===== src/rtl/pool1_mem_write.sv =====
// 2x2 stride-2 max-pool between conv1 and the P1 memory: streams IN_DIM x IN_DIM maps in,
// writes OUT_DIM x OUT_DIM pooled results (optional ReLU) one cycle after each window completes.
module pool1_mem_write #(
    parameter int DATA_W   = 16,
    parameter int IN_DIM   = 24,
    parameter int OUT_DIM  = 12,
    parameter int ADDR_W   = 8,
    parameter int NUM_MAPS = 6,
    parameter int RELU     = 1
) (
    input  logic                     clk,
    input  logic                     reset_n,
    input  logic                     start,
    input  logic                     in_valid,
    input  logic signed [DATA_W-1:0] in_data,
    output logic                     in_ready,
    output logic                     wr_en,
    output logic [ADDR_W-1:0]        wr_addr,
    output logic signed [DATA_W-1:0] wr_data,
    output logic [2:0]               map_idx,
    output logic                     done
);
    localparam int CNT_W     = $clog2(IN_DIM);
    localparam int LB_W      = CNT_W - 1;
    localparam int LAST_ADDR = OUT_DIM * OUT_DIM - 1;

    typedef enum logic [1:0] {IDLE = 2'd0, RUN = 2'd1, DONE = 2'd2} state_t;

    state_t                     state_q, state_d;
    logic [CNT_W-1:0]           col_q, col_d, row_q, row_d;
    logic [2:0]                 map_cnt_q, map_cnt_d;
    logic [ADDR_W-1:0]          wa_q, wa_d, wr_addr_q, wr_addr_d;
    logic signed [DATA_W-1:0]   hold_q, hold_d, wr_data_q, wr_data_d;
    logic signed [DATA_W-1:0]   lb_q [OUT_DIM];
    logic signed [DATA_W-1:0]   lb_d [OUT_DIM];
    logic                       wr_en_q, wr_en_d, done_q, done_d;
    logic [2:0]                 map_idx_q, map_idx_d;
    logic                       accept;
    logic [LB_W-1:0]            lb_idx;
    logic signed [DATA_W-1:0]   pmax;

    function automatic logic signed [DATA_W-1:0] smax(input logic signed [DATA_W-1:0] a,
                                                      input logic signed [DATA_W-1:0] b);
        return (a > b) ? a : b;
    endfunction

    function automatic logic signed [DATA_W-1:0] relu_clamp(input logic signed [DATA_W-1:0] x);
        return ((RELU != 0) && x[DATA_W-1]) ? '0 : x;
    endfunction

    assign accept = in_valid && (state_q == RUN);
    assign lb_idx = col_q[CNT_W-1:1];
    assign pmax   = smax(hold_q, in_data);

    always_comb begin
        state_d   = state_q;
        col_d     = col_q;
        row_d     = row_q;
        map_cnt_d = map_cnt_q;
        wa_d      = wa_q;
        hold_d    = hold_q;
        lb_d      = lb_q;
        wr_en_d   = 1'b0;
        wr_addr_d = wr_addr_q;
        wr_data_d = wr_data_q;
        map_idx_d = map_idx_q;
        done_d    = done_q;
        case (state_q)
            IDLE, DONE: begin
                if (start) begin
                    state_d   = RUN;
                    col_d     = '0;
                    row_d     = '0;
                    map_cnt_d = '0;
                    wa_d      = '0;
                    map_idx_d = '0;
                    done_d    = 1'b0;
                end
            end
            RUN: begin
                if (accept) begin
                    // Even column primes the pair; odd column closes it into the row or the window.
                    if (!col_q[0]) begin
                        hold_d = in_data;
                    end else if (!row_q[0]) begin
                        lb_d[lb_idx] = pmax;
                    end else begin
                        wr_en_d   = 1'b1;
                        wr_data_d = relu_clamp(smax(lb_q[lb_idx], pmax));
                        wr_addr_d = wa_q;
                        map_idx_d = map_cnt_q;
                        wa_d      = (wa_q == ADDR_W'(LAST_ADDR)) ? '0 : wa_q + 1'b1;
                    end
                    if (col_q == CNT_W'(IN_DIM - 1)) begin
                        col_d = '0;
                        if (row_q == CNT_W'(IN_DIM - 1)) begin
                            row_d = '0;
                            if (map_cnt_q == 3'(NUM_MAPS - 1)) begin
                                map_cnt_d = '0;
                                state_d   = DONE;
                                done_d    = 1'b1;
                            end else begin
                                map_cnt_d = map_cnt_q + 3'd1;
                            end
                        end else begin
                            row_d = row_q + 1'b1;
                        end
                    end else begin
                        col_d = col_q + 1'b1;
                    end
                end
            end
            default: state_d = IDLE;
        endcase
    end

    always_ff @(posedge clk or negedge reset_n) begin
        if (!reset_n) begin
            state_q   <= IDLE;
            col_q     <= '0;
            row_q     <= '0;
            map_cnt_q <= '0;
            wa_q      <= '0;
            hold_q    <= '0;
            for (int i = 0; i < OUT_DIM; i++) lb_q[i] <= '0;
            wr_en_q   <= 1'b0;
            wr_addr_q <= '0;
            wr_data_q <= '0;
            map_idx_q <= '0;
            done_q    <= 1'b0;
        end else begin
            state_q   <= state_d;
            col_q     <= col_d;
            row_q     <= row_d;
            map_cnt_q <= map_cnt_d;
            wa_q      <= wa_d;
            hold_q    <= hold_d;
            lb_q      <= lb_d;
            wr_en_q   <= wr_en_d;
            wr_addr_q <= wr_addr_d;
            wr_data_q <= wr_data_d;
            map_idx_q <= map_idx_d;
            done_q    <= done_d;
        end
    end

    assign in_ready = (state_q == RUN);
    assign wr_en    = wr_en_q;
    assign wr_addr  = wr_addr_q;
    assign wr_data  = wr_data_q;
    assign map_idx  = map_idx_q;
    assign done     = done_q;
endmodule

===== config.mk =====
export PLATFORM = sky130hd
export DESIGN_NAME = pool1_mem_write
export DESIGN_NICKNAME = d
export VERILOG_FILES = /design/src/rtl/pool1_mem_write.sv
export SDC_FILE = /design/constraint.sdc
export NUM_CORES = 1
export LEC_CHECK = 0
export ABC_AREA = 1
export BUFFER_PORTS_ARGS = -buffer_cell sky130_fd_sc_hd__buf_2
export CORE_MARGIN = 5
export CORE_UTILIZATION = 40
export DETAILED_ROUTE_END_ITERATION = 10
export REMOVE_ABC_BUFFERS = 1
export SLEW_MARGIN = 20
export SYNTH_ARGS = -nofsm -noshare
export SYNTH_HDL_FRONTEND = slang
export SYNTH_SLANG_ARGS = --single-unit

===== constraint.sdc =====
create_clock -name clk -period 6.85 [get_ports clk]
set_input_delay 0 -clock clk [delete_from_list [all_inputs] [get_ports clk]]
set_output_delay 0 -clock clk [all_outputs]
set_load 0.02 [all_outputs]

Word level (Yosys, flattened, before mapping)
Index checks and enable logic that the tools add are counted.
Operators by class
  add/sub/neg operators: 4
  equality and inequality tests: 13
  magnitude comparators: 4
  bitwise operators: 3
  mux-type cells: 49
  reductions and logical operators: 14
Operator list (count)
  192-bit bitwise mux: 1
  16-bit 2-to-1 mux: 5
  16-bit binary-select mux with 4-bit select: 1
  16-bit demux with 4-bit select: 1
  8-bit 2-to-1 mux: 5
  16-bit greater-than comparator: 2
  5-bit 2-to-1 mux: 6
  3-bit 2-to-1 mux: 8
  5-bit case mux with 2 select lines: 2
  8-bit case mux with 2 select lines: 1
  15-bit 2-to-1 mux: 1
  5-bit AND reduction: 3
  2-bit by 1-bit inequality test with 1-bit output (second input constant): 6
  3-bit case mux with 2 select lines: 2
  4-bit AND reduction: 3
  5-bit by 1-bit adder with 5-bit output (second input constant): 2
  5-bit == test (second input constant): 2
  2-bit 2-to-1 mux: 5
  1-bit 2-to-1 mux: 9
  8-bit by 1-bit adder with 8-bit output (second input constant): 1
  8-bit == test (second input constant): 1
  3-bit AND reduction: 2
  6-bit AND reduction: 1
  5-bit >= comparator (second input constant): 1
  14 further kinds: 16
Word-level totals
  bits in registers: 260
  input port bits: 20
  word-level logic and storage cells: 110
  output and inout port bits: 30

Depth between registers and ports, before layout
  depth after elaboration: 7
  gate-level depth with buffers: 34
  depth with buffers taken out: 30

Worst setup path before layout
OpenSTA, ideal clock, no wires.
  kind: register to register
  start: register hold_q[15]
  end: register wr_data_q[3] (netlist: wr_data[3])
  clock period less this slack: 4.209 ns
  setup time: 0.118 ns
  slack: 2.641 ns
  cell stages (with the launch flop): 26
  arrival: 4.091 ns
  cell sequence: dfrtp_1 ha_1 a21oi_1 o21ai_1 a21oi_1 nand3_2 nand3_4 clkbuf_1 clkbuf_1 nand2_1 o21ai_0 clkbuf_1 ha_1 a21oi_1 nor2_1 a211oi_1 o21ai_0 a221oi_1 nand2_1 nand2_4 nand3_4 nand2_2 nand2_4 buf_6 nand3_1 nand2_1
Between the ends
  longest elaborated chain between the ends: 5
RTL lines
  start, declared: RTL line 33  | logic signed [DATA_W-1:0] hold_q, hold_d, wr_data_q, wr_data_d;
  start signal, assigned: RTL line 137  | hold_q <= hold_d;
  16-bit greater-than comparator: RTL line 44  | return (a > b) ? a : b;
  16-bit 2-to-1 mux (*): RTL line 44
  16-bit greater-than comparator: RTL line 44
  16-bit 2-to-1 mux (*): RTL line 44
  15-bit 2-to-1 mux (*): RTL line 48  | return ((RELU != 0) && x[DATA_W-1]) ? '0 : x;
  end signal, assigned: RTL line 141  | wr_data_q <= wr_data_d;
  end, declared: RTL line 33
Mark *: on every way between the ends. The rest lies on a longest branch, timed or not.
A chain may end at the register's enable or synchronous reset.

Worst setup path after layout
  start: register hold_q[15]
  end: register wr_data_q[4] (netlist: wr_data[4])
Same word-level chain as after synthesis.

==> results by group <==
Worst setup path
  • CP top delay family: simple AND/OR/NAND/NOR gates
  • Required time of the critical path: around 7.3 ns
  • Path type of the worst setup path: reg2reg
  • Worst Path Buf+Inv: 1
  • Delay of the slowest cell on the worst path: 0.53 ns
  • Critical path arrival: 5.16 ns
  • CP Capture Type: flip-flop
  • Dominant cell type by count on the critical path: nand2_1
  • Kind of start point of the critical path: flip-flop
  • Ordered cell list for the critical path: ha_1 -> nand2_1 -> nor3_2 -> nand2_1 -> nand3_2 -> nand3_4 -> nand2_1 -> o21ai_0 -> buf_4 -> ha_1 -> nand2_1 -> or4_1 -> nor4_1 -> nand2_1 -> nand3_4 -> nand2_2 -> nand2_4 -> nand3_1 -> nand2_1
  • Slowest cell on the critical path: or4_1
  • Max Fanout on Critical Path: 32

Floorplan
  • Starting utilization of the core area: 0.402
  • Core Box Area: 30300 um2
  • Area enclosed by the die boundary: 34100 um2
  • Cell row count: 64
  • Overall die width: 185 um
  • Height of the chip: ~180 um
  • Number of placed I/O pins: 50

Routing
  • Vias after detailed routing: 10044
  • # DRC: 0
  • Residual antenna-violating net count after detailed routing: 0
  • Detailed-route vias per instance: 5.39
  • Avg WL per Cell: 18.3 um
  • Post-Route WL: 34000 um
  • Number of design-rule violations left by the first detailed-router iteration: 832
  • Number of iterations in the first detailed-routing pass: 5

Pwr
  • Total power after layout: between 0.007 and 0.008 W
  • IR drop worst, VDD: 0.248 mV
  • Net switching power: 0.00312 W
  • Areal power density over the cells: approximately 520 nW/um2
  • Share of total power consumed by net switching: 0.430
  • Clock power share: 0.223
  • Portion of total power attributed to combinational logic: 0.429
  • Total internal power: a little over 0.004 W
  • Fraction of power consumed by sequential logic: 0.348
  • Reported leakage power: 6.76 nW

Clock tree
  • Worst skew pair latency: 0.54 ns
  • Clock net sink count: 259
  • Resize count post-CTS: 0
  • Root cell of the clock tree: clkbuf_16
  • CTS max path bufs: 3
  • Deepest level of the CTS H-tree: 1
  • Number of buffers inserted by hold repair at cts: 20
  • Buffer count from post-CTS setup fixing: 0
  • Clk slew on worst S/H paths: 0.06 ns
  • Clock buffers created by TritonCTS: 28
  • CTS tree: built

STA
  • Min cycle time layout: around 4.7 ns
  • Final slew viol count: 0
  • Tightest Pin Transition: 1.13 ns
  • Clock Skews: between 0.015 and 0.02 ns
  • Slew Limit Headroom: 0.248
  • Period utilisation layout: 0.684
  • Fmax: ~210 MHz
  • RSZ-0062 raised after global routing: no
  • Aggregate negative setup slack: 0 ns
  • Worst hold slack across all endpoints: ~0.12 ns
  • Final setup violation count: 0
  • Final hold violation count: 0

Hold path
  • Worst Hold Class: in2async

GRT
  • Initial antenna violation count: 0
  • First-pass GRT wire length: 54000 um
  • Overflow left after global routing: 0
  • Maximum number of pins on one net before global-route repair: around 140
  • GRT Resource Usage Total: 0.198
  • Number of global-route vias before repair: approximately 9500

Logic synthesis
  • Number of different library cells in the post-synthesis netlist: 43
  • Post-Synthesis Mean Instance Area: 8.62 um2
  • Post-synthesis instance area: 12200 um2
  • FF+latch count, synth: 259
  • Main flop type after synthesis: dfrtp_1
  • FFs w/ async S/R, synth: 1.00
  • Yosys warning total: 0
  • Sequential cell area fraction in the yosys report: 0.531
  • Count of flip-flops with a built-in enable after synthesis: 0
  • Synth Instances: 1416

Cells and area
  • Final Util: 0.462
  • Synth-to-Final Area Change: 15.0%
  • Post-route cell area: 14000 um2
  • Filler Cells Inserted: 2935
  • Final-stage net count: 1503
  • Fraction of final layout cells with drive strength greater than 1: 0.102
  • # diodes: 0

Placed design
  • Number of input and output port buffers inserted: 48
  • Placer Congestion: 0.884
  • Post-detailed-placement cell area: 12800 um2
  • Hpwl dp: around 21000 um

Run status
  • Outcome: completed

Job
  • Number of max-capacitance violations reported: 0
-- power by group through the flow --
stage	Sequential [W]	Combinational [W]	Clock, W
2_1_floorplan	0.00251	0.00199	0
3_3_place_gp	0.00253	0.00305	0
3_5_place_dp	0.00254	0.00310	0
4_1_cts	0.00252	0.00311	0.00164
5_1_grt	0.00260	0.00353	0.00172
6_report	0.00253	0.00311	0.00162
-- Yosys cell counts (all sizes together) (4+ instances only) --
master / number / area (um2)
nand2: 381 / 1460
a22oi: 94 / 706
nor2: 30 / 118
ha: 33 / 413
a21oi: 59 / 295
dfrtp: 259 / 6480
nor3: 16 / 85.1
nand3: 36 / 215
nor4: 4 / 25.0
or3: 12 / 75.1
inv: 99 / 372
nand4: 26 / 163
buf: 15 / 82.6
clkbuf: 77 / 289
a31oi: 4 / 25.0
o21ai: 250 / 1250
-- final timing paths --
path / start / endpoint / slack (ns) / depth (start not counted)
min reg2reg: map_idx[0]$_DFFE_PN0P_ / map_idx[0]$_DFFE_PN0P_ / 0.48 / 2
max reg2reg: hold_q[15]$_DFFE_PN0P_ / wr_data[4]$_DFFE_PN0P_ / 2.16 / 19
min: reset_n / lb_q[86]$_DFFE_PN0P_ / 0.12 / 2
min in group clk: in_data[5] / hold_q[5]$_DFFE_PN0P_ / 0.32 / 4
max: hold_q[15]$_DFFE_PN0P_ / wr_data[4]$_DFFE_PN0P_ / 2.16 / 19
max in group asynchronous: reset_n / lb_q[143]$_DFFE_PN0P_ / 5.42 / 3
-- logic make-up (layout without fill, tap and decap cells) --
group,count (synthesis),in the layout,share of synthesized area
compound gates,417,417,0.193
flops,259,259,0.531
mux,1,1,0.000820
fa+ha+maj,33,33,0.0338
xor+xnor,1,1,0.000718
other cells,1,1,0.000307
buf+inv,193,246,0.0615
simple gates,511,511,0.179
-- cells in the final DEF (no fill, tap or decap), types with 2 or more instances in the layout --
cell           Yosys  final
clkinv_2           0      2
nor4_1             4      4
nor3b_1            2      2
inv_1             93     92
a211oi_1           2      2
nor2_1            28     26
buf_2              6     47
dfrtp_1          259    259
o21ai_0          248    248
nor2_4             0      2
nand3_2            2      6
ha_1              33     33
clkbuf_1          77      3
nor3_1            15     15
clkinv_1           2      3
nand2_4            2      2
nand4_1           26     26
a31oi_1            4      4
inv_2              6      6
o21ai_1            2      2
nand2_1          374    374
or3_1             12     12
nand3_4            2      2
nand3_1           32     28
nor2_2             2      2
clkbuf_16          0     29
clkbuf_8           0     11
dlygate4sd3_1      0     20
bufinv_16          0      3
or2_2              2      2
a21oi_1           59     59
nand2_2            5      5
o31ai_1            2      2
buf_4              3     27
a22oi_1           94     94
-- cell type report --
class | instances | area (um2) | share of cell area
flip-flops and latches | 259 | 6480 | 0.462
multi-input cells | 964 | 5000 | 0.357
clock buffers | 43 | 888 | 0.0633
repair buffers | 96 | 673 | 0.0480
well taps | 396 | 495 | 0.0353
inverters | 101 | 379 | 0.0270
clock inverters | 6 | 111 | 0.00794
-- metal layers --
metal  share of wire  global-route usage  up-vias  wire (um)
met5               0                   0        -          0
met4           0.020              0.0429        0        684
met3           0.047              0.0207       43       1610
met2            0.45               0.314      248      15300
met1            0.48               0.296     4890      16400
li1                -                   -     4863          -
-- metrics by stage --
stage	cells	setup WS, ns
after global routing	1865	1.70
after floorplan	1324	2.23
after CTS	1865	2.23
after global placement	1796	2.36
after detailed placement	1796	2.24
final	1865	2.16
-- flip-flops by register name, summed over array words and instances, names as in the netlist --
register and count:
map_cnt_q 3, done 1, row_q 5, state_q 2, map_idx 3, wr_data 15
wr_addr 8, col_q 5, hold_q 16, wr_en 1, lb_q 192, wa_q 8
(Power assumes the default switching activity.)
